`config.mk`:
```
export PLATFORM = sky130hd
export DESIGN_NAME = latency_credit_ctrl
export DESIGN_NICKNAME = d
export VERILOG_FILES = /design/src/rtl/latency_credit_ctrl.sv
export SDC_FILE = /design/constraint.sdc
export NUM_CORES = 1
export LEC_CHECK = 0
export ABC_AREA = 1
export BUFFER_PORTS_ARGS = -buffer_cell sky130_fd_sc_hd__buf_2
export CORE_UTILIZATION = 45
export CTS_CLUSTER_SIZE = 25
export DETAILED_ROUTE_END_ITERATION = 8
export PLACE_DENSITY_LB_ADDON = 0.08
export SLEW_MARGIN = 10
export SYNTH_ARGS = -nofsm -noshare
export SYNTH_HDL_FRONTEND = slang
export SYNTH_SLANG_ARGS = --single-unit
```
`constraint.sdc`:
```
create_clock -name clk -period 4.8 [get_ports clk]
set_input_delay 0.48 -clock clk [delete_from_list [all_inputs] [get_ports clk]]
set_output_delay 0.48 -clock clk [all_outputs]
set_load 0.005 [all_outputs]
```
`src/rtl/latency_credit_ctrl.sv`:
```
// Credit-based flow controller for a fixed-latency, non-stallable pipeline.
// Upstream transfers become single-cycle issue pulses into the pipeline only
// while a buffer slot is guaranteed for the result; results land in a
// show-ahead circular buffer that is drained by a downstream valid/ready port.
//
// Handshake semantics (both ports): a transfer happens on a rising clk edge
// exactly when valid and ready are both 1 in that cycle; valid never waits on
// ready, and s_ready is derived only from registered state (no m_ready path).
module latency_credit_ctrl #(
  parameter int LAT   = 2,
  parameter int DSIZE = 8,
  parameter int DEPTH = 4,
  localparam int CW   = $clog2(DEPTH + 1)
) (
  input  logic             clk,
  input  logic             rst_n,
  input  logic             s_valid,
  output logic             s_ready,
  input  logic [DSIZE-1:0] s_data,
  output logic             pipe_vld_in,
  output logic [DSIZE-1:0] pipe_data_in,
  input  logic             pipe_vld_out,
  input  logic [DSIZE-1:0] pipe_data_out,
  output logic             m_valid,
  input  logic             m_ready,
  output logic [DSIZE-1:0] m_data,
  output logic [CW-1:0]    credits,
  output logic             ovf_err
);

  localparam int PW = (DEPTH > 1) ? $clog2(DEPTH) : 1;
  localparam logic [CW-1:0] DEPTH_C  = CW'(DEPTH);
  localparam logic [PW-1:0] LAST_PTR = PW'(DEPTH - 1);

  // Reject configurations the controller cannot represent.
  generate
    if (DEPTH < 1 || DEPTH > 256 || LAT < 0) begin : g_bad_param
      $error("latency_credit_ctrl: illegal LAT/DEPTH parameters");
    end
  endgenerate

  logic [CW-1:0]    used;     // in-flight + buffered items
  logic [CW-1:0]    count;    // buffered items only
  logic [PW-1:0]    rd_ptr;
  logic [PW-1:0]    wr_ptr;
  logic [DSIZE-1:0] mem [DEPTH];
  logic             accept;
  logic             pop;
  logic             full;
  logic             push;

  // Circular pointer advance; explicit wrap so non-power-of-2 depths work.
  function automatic logic [PW-1:0] ptr_inc(input logic [PW-1:0] p);
    return (p == LAST_PTR) ? '0 : p + PW'(1);
  endfunction

  assign s_ready      = (used < DEPTH_C);
  assign accept       = s_valid & s_ready;
  assign pipe_vld_in  = accept;
  assign pipe_data_in = s_data;

  assign m_valid = (count != '0);
  assign m_data  = mem[rd_ptr];
  assign pop     = m_valid & m_ready;

  // A result arriving into a full buffer is only kept if a pop frees the slot.
  assign full    = (count == DEPTH_C);
  assign push    = pipe_vld_out & (~full | pop);
  assign credits = DEPTH_C - used;

  // Credit accounting: a credit is taken on issue and returned on drain.
  always_ff @(posedge clk or negedge rst_n) begin
    if (!rst_n) begin
      used <= '0;
    end else if (accept && !pop) begin
      used <= used + CW'(1);
    end else if (pop && !accept && used != '0) begin
      used <= used - CW'(1);
    end
  end

  // Output buffer storage, pointers and occupancy.
  always_ff @(posedge clk or negedge rst_n) begin
    if (!rst_n) begin
      rd_ptr <= '0;
      wr_ptr <= '0;
      count  <= '0;
      for (int i = 0; i < DEPTH; i++) mem[i] <= '0;
    end else begin
      if (push) begin
        mem[wr_ptr] <= pipe_data_out;
        wr_ptr      <= ptr_inc(wr_ptr);
      end
      if (pop) rd_ptr <= ptr_inc(rd_ptr);
      if (push && !pop)      count <= count + CW'(1);
      else if (pop && !push) count <= count - CW'(1);
    end
  end

  // Sticky flag for a result that found no room (broken pipeline contract).
  always_ff @(posedge clk or negedge rst_n) begin
    if (!rst_n) begin
      ovf_err <= 1'b0;
    end else if (pipe_vld_out && full && !pop) begin
      ovf_err <= 1'b1;
    end
  end

endmodule

```
==> results of run 1 <==
==> cells by family (layout without fill, tap and decap cells) <==
group | after synthesis | after routing
AND/OR/NAND/NOR | 114 | 114
AO/OA/AOI/OAI | 64 | 64
flip-flops | 43 | 43
buffers and inverters | 35 | 55
adder cells (fa/ha/maj) | 11 | 11
XOR/XNOR | 2 | 2
multiplexers | 1 | 1
==> worst max-delay path by stage <==
stage | slack, ps | depth (start not counted) | startpoint | to
6_report | 2310 | 4 | rd_ptr[0] | m_data[4]
5_1_grt | 2090 | 4 | rd_ptr[0] | m_data[4]
2_1_floorplan | 2820 | 12 | used[0] | used[2]
3_5_place_dp | 2540 | 9 | m_ready | count[1]
4_1_cts | 2290 | 4 | rd_ptr[0] | m_data[4]
3_3_place_gp | 2580 | 9 | m_ready | count[1]
==> per-stage QoR <==
stage	util, %	std cells	total power [mW]	setup slack, ps	hold slack [ps]
3_5_place_dp	49.9	349	1.46	2540	464
5_1_grt	52.4	357	1.92	2090	403
6_report	52.4	357	1.74	2310	327
2_1_floorplan	-	270	1.21	2820	184
3_3_place_gp	49.9	349	1.44	2580	458
4_1_cts	52.4	357	1.76	2290	357
==> power breakdown <==
group | switching (mW) | total, mW | internal, mW
Sequential | 0.141 | 0.674 | 0.534
Clock | 0.124 | 0.293 | 0.168
Combinational | 0.460 | 0.770 | 0.311
==> critical path: stages (launching register included) <==
cell and delay, ps:
dfrtp_1 740, inv_1 440, o21ai_0 300, o22ai_1 100, buf_2 130
==> synthesized netlist by cell type (all sizes together) <==
library cell	number
nor2	28
buf	15
mux2	1
o21ai	52
o21bai	1
nand2	78
xor2	1
a21oi	3
o22ai	8
nand3	7
ha	9
inv	20
fa	2
dfrtp	43
xnor2	1
nand4	1
==> area by class of cell <==
cell class | count | area (um2) | share of cell area (%)
Timing Repair Buffer | 27 | 135 | 5.35
Tap cell | 67 | 83.8 | 3.32
Sequential cell | 43 | 1080 | 42.6
Clock inverter | 2 | 35.0 | 1.39
Clock buffer | 6 | 82.6 | 3.27
Inverter | 20 | 75.1 | 2.97
Multi-Input combinational cell | 192 | 1040 | 41.1
==> state kept, by name, indices dropped and copies added (netlist names) <==
signal,count
mem,32
count,3
used,3
rd_ptr,2
wr_ptr,2
ovf_err,1
==> metal layers <==
layer  GRT usage [%]  routed length (um)
met5               0                   0
met4            7.26                  46
met3            5.35                 177
met2            33.0                2240
met1            28.2                2470
==> flow_summary.ini, run 1 <==
[run_status]
status = complete, no violations

[floorplan]
die_w_um = 73.6
core_area_mm2 = 0.00482
io_pins = 44
die_area_mm2 = 0.00541
placementRows = 25
start_util_pct = 47.9
die_y_um = 73.6

[cells_and_area]
layout_common_cells = 75 x nand2_1, 43 x dfrtp_1, 30 x o21ai_1
fin_area_mm2 = 0.00252
fillers = 497
diodes = 0
nets = 321
syn_to_final_growth_pct = 9.44
final_common_cell = nand2_1
drive_above_1_share_pct = 17.6

[pwr]
vdd_drop_max_mv = 0.355
p_per_area_mw_per_mm2 = 688
cellLeakagePower_nw = 1.26

[setup_path]
crit_arrival_ps = 2010
worstPathRequired_ps = 4320
worst_setup_path_end_kind = primary output
r2r-end = count[1]
worst-r2r-setup-slack_ps = 2630
r2r_start = count[0]
reg2reg_depth = 8
start_kind = flop
path_class = reg2out
critPathMaxFanout = 19

[clocking]
cts_setup_buffers = 0
clk_latency_ps = 290
cts.htree.levels = 2
cts_hold_buf = 0
path_clk_slew_ps = 80
cts_buffers = 5
cts_resized = 0
cts.sinks = 43
clock_path_buffers = 2
cts_root_buf = clkbuf_8
cts_tree = yes

[placement]
routabilityCongestion = 0.777
io_buffers = 27
placed_cell_area_mm2 = 0.00241
hpwlAfterDp_mm = 3.23

[yosys]
synth.cell_area_mm2 = 0.00231
yosys_warnings = 0
synth_top_family_by_area = simple AND/OR/NAND/NOR gates
yosysUniqueCellTypes = 27
yosysTopAreaCell = dfrtp_1
synth_compound_area_share_pct = 14.9
synthTopCellsByArea = dfrtp_1 47%, nand2_1 12%, o21ai_1 6.5%, ha_1 4.9%, o21ai_0 4.1%
syn_avg_cell_area_um2 = 8.54
synth_fa_ha_area_share_pct = 6.62
muxShareOfSynthArea_pct = 0.488
syn_inst = 270
synth_xor_area_share_pct = 0.760
synth.yosys.seq_area_share_pct = 46.7
ys_seq_elements = 43
syn-num-nets = 302
synth_simple_gate_area_share_pct = 22.1
synth_top_area_share_pct = 46.7

[sta]
setup_viol = 0
min_period_ps = 2490
final.setup_skew_ps = 5.31
tns_ps = 0
rsz0062_at_grt = no
fmax_ghz = 0.402
worst-slew-pin-transition_ps = 945
drv_slew = 0
fin_crit_sh_pct = 51.8
relSlewSlack_pct = 37.0
final_hold_viol_count = 0

[flow_run]
max-cap-violations = 0

[grt]
grt_overflow = 0
antenna_found_initial = 0
grt_max_degree = 44
grtUsageTotal_pct = 21.0
grt_first_pass_wirelength_mm = 8.28
grt_pass1_vias = 1718

[route]
drc = 0
dr.pass1.iters = 4
dr_total_vias = 1785
wl_per_cell_um = 13.8
drt_iter0_markers = 89
viasPerCell = 5.00
routed_wl_mm = 4.93
drtAntennaViolNets = 0

[worst_hold_path]
hp-class = in2async
No activity file was read; power rests on OpenSTA's default activity.
==> run 2, diff against run 1 <==
- ABC_AREA: 1 -> 0
- clock period: 4.8 -> 2.3 ns (I/O delays scaled with it)
==> run 2 against run 1 <==
Net effect:
- clock skew fell by 1.7 ps
- critical path depth rose by 7
- sequential share of layout area fell by 1.1 points
- flip-flop and latch count did not move
- power rose by 120%
- first-iteration DRC count fell by 51%
- die area rose by 0.95%
- clock power rose by 61%
- via count fell by 32%
==> flow_summary.ini, run 2 <==
[placement]
placed_cell_area_mm2 = 0.00249
routabilityCongestion = 0.701
io_buffers = 27
hpwlAfterDp_mm = 2.90

[pwr]
internal_power_mw = 2.54
p_sw_mw = 1.24
pwr-share-seq_pct = 40.0
clockPowerShare_pct = 12.4
power_mw = 3.78
vdd_drop_max_mv = 0.630
switching_share_pct = 32.8
power_frac_comb_pct = 47.6
p_per_area_mw_per_mm2 = 1460
cellLeakagePower_nw = 1.26

[cells_and_area]
layout_common_cells = 42 x dfrtp_1, 33 x mux2_4, 27 x buf_2
nets = 208
fillers = 400
diodes = 0
reg.largest.list = mem: 32 flops, count: 3 flops, used: 3 flops
drive_above_1_share_pct = 53.4
syn_to_final_growth_pct = 11.5
seq_area_mm2 = 0.00108
multi_input_area_mm2 = 0.00113
largest_reg_flops = 32
final_common_cell = dfrtp_1
top_register = mem
fin_area_mm2 = 0.00260

[setup_path]
critPathCapture = used[2]
worstPathRequired_ps = 2510
r2r-end = used[2]
critPathMaxFanout = 5
worst_setup_path_end_kind = flop
crit_arrival_ps = 2370
start_kind = flop
path_class = reg2reg
r2r_start = used[0]
worst-r2r-setup-slack_ps = 140
reg2reg_depth = 11
cp-startpoint = used[0]

[sta]
drv_slew = 0
holdWs_ps = 165
tns_ps = 0
min_period_ps = 2160
setup_viol = 0
final.setup_skew_ps = 3.62
relSlewSlack_pct = 60.5
worst-slew-pin-transition_ps = 593
fin_crit_sh_pct = 93.8
fmax_ghz = 0.463
final_hold_viol_count = 0
rsz0062_at_grt = no

[floorplan]
die_area_mm2 = 0.00547
die_w_um = 73.9
start_util_pct = 48.0
io_pins = 44
die_y_um = 73.9
placementRows = 25
core_area_mm2 = 0.00485

[yosys]
synth_top_family_by_area = multiplexers
async_flop_share_pct = 100
muxShareOfSynthArea_pct = 30.0
synth_compound_area_share_pct = 3.82
synth-edff-count = 0
synth.most_common_cell = dfrtp_1
synth_fa_ha_area_share_pct = 6.56
ys_seq_elements = 43
synth.cell_area_mm2 = 0.00233
yosys_warnings = 0
ys.flop_type = dfrtp_1
yosysTopAreaCell = dfrtp_1
synth_top_area_share_pct = 46.2
syn_avg_cell_area_um2 = 15.7
syn_inst = 148
synth_xor_area_share_pct = 1.88
synthTopCellsByArea = dfrtp_1 46%, mux2_4 21%, mux4_2 7.7%, ha_1 4.8%, nand2_8 3.4%
syn-num-nets = 180
ys_top_cells_by_count = 43 x dfrtp_1, 33 x mux2_4, 9 x buf_4, 9 x ha_1, 9 x inv_1
synth.yosys.seq_area_share_pct = 46.2
synth_simple_gate_area_share_pct = 6.34
yosysUniqueCellTypes = 30

[clocking]
clk_latency_ps = 280
cts.htree.levels = 2
cts_tree = yes
clock_path_buffers = 2
cts_buffers = 5
cts.sinks = 43
path_clk_slew_ps = 80
cts_root_buf = clkbuf_8

[grt]
antenna_found_initial = 0
grt_overflow = 0
grt_pass1_vias = 1274
grt_first_pass_wirelength_mm = 6.58
grtUsageTotal_pct = 16.4
grt_max_degree = 28

[route]
drc = 0
drtAntennaViolNets = 0
routed_wl_mm = 4.06
wl_per_cell_um = 16.7
viasPerCell = 4.98
dr_total_vias = 1210
dr.pass1.iters = 4
drt_iter0_markers = 44

[flow_run]
max-cap-violations = 0

[run_status]
status = complete, no violations

[worst_hold_path]
hp-class = in2reg
## run 2: area by class of cell
cell class	count	area share [%]
inverter	9	1.30
multi-input combinational	84	43.6
timing repair buffer	33	7.04
tap	67	3.23
clock inverter	1	0.193
clock buffer	6	3.18
sequential	43	41.5
## run 2: how the worst min path moves through the flow
| stage | to | slack (ps) | start | cells after the start |
|---|---|---|---|---|
| floorplan | count[0] | -70 | rst_n | 0 |
| global placement | mem[28] | 160 | rst_n | 1 |
| detailed placement | mem[28] | 170 | rst_n | 1 |
| CTS | ovf_err | 160 | pipe_vld_out | 2 |
| global route | ovf_err | 160 | pipe_vld_out | 2 |
| finish | ovf_err | 160 | pipe_vld_out | 2 |
## run 2: per-layer routing
metal	up-vias	routed length [um]	global-route usage, %
li1	565	-	-
met1	604	1840	23.0
met2	37	2000	24.8
met3	4	192	4.74
met4	0	28	4.70
met5	-	0	0
## run 2: kinds of logic (layout without fill, tap and decap cells)
group                    after synthesis  in the layout
XOR/XNOR                               5              5
AO/OA/AOI/OAI                         10             10
buffers and inverters                 21             49
AND/OR/NAND/NOR                       15             15
flip-flops                            43             43
adder cells (fa/ha/maj)               11             11
multiplexers                          43             43
## run 2: metrics by stage
| step | instances | worst slack [ps] | utilization (%) |
|---|---|---|---|
| 2_1_floorplan | 148 | 243 | - |
| 3_3_place_gp | 234 | 221 | 51.4 |
| 3_5_place_dp | 234 | 93.7 | 51.4 |
| 4_1_cts | 242 | 79.0 | 53.4 |
| 5_1_grt | 243 | 6.34 | 53.5 |
| 6_report | 243 | 142 | 53.5 |
## run 2: worst max-delay path, cell delays in order (launching register included)
cell	delay, ps
dfrtp_2	420
inv_1	60
ha_1	220
ha_1	190
inv_1	90
and3_1	220
nand2_1	100
fa_1	370
inv_1	80
a21oi_1	40
a22oi_1	180
xnor2_1	140
## run 2: timing repair
| action | 4_1_cts | 5_1_grt |
|---|---|---|
| setup buffers | 0 | 1 |
| endpoints found under the setup margin | 0 | 1 |
| hold buffers | 1 | 0 |
| endpoints found under the hold margin | 16 | 0 |
| resized for setup | 0 | 1 |
## run 2: power groups by stage
stage	registers, mW	clock network, mW	logic (mW)
2_1_floorplan	1.36	0	1.47
3_3_place_gp	1.49	0	1.74
3_5_place_dp	1.53	0	1.80
4_1_cts	1.52	0.487	1.81
5_1_grt	1.57	0.520	1.96
6_report	1.51	0.471	1.80
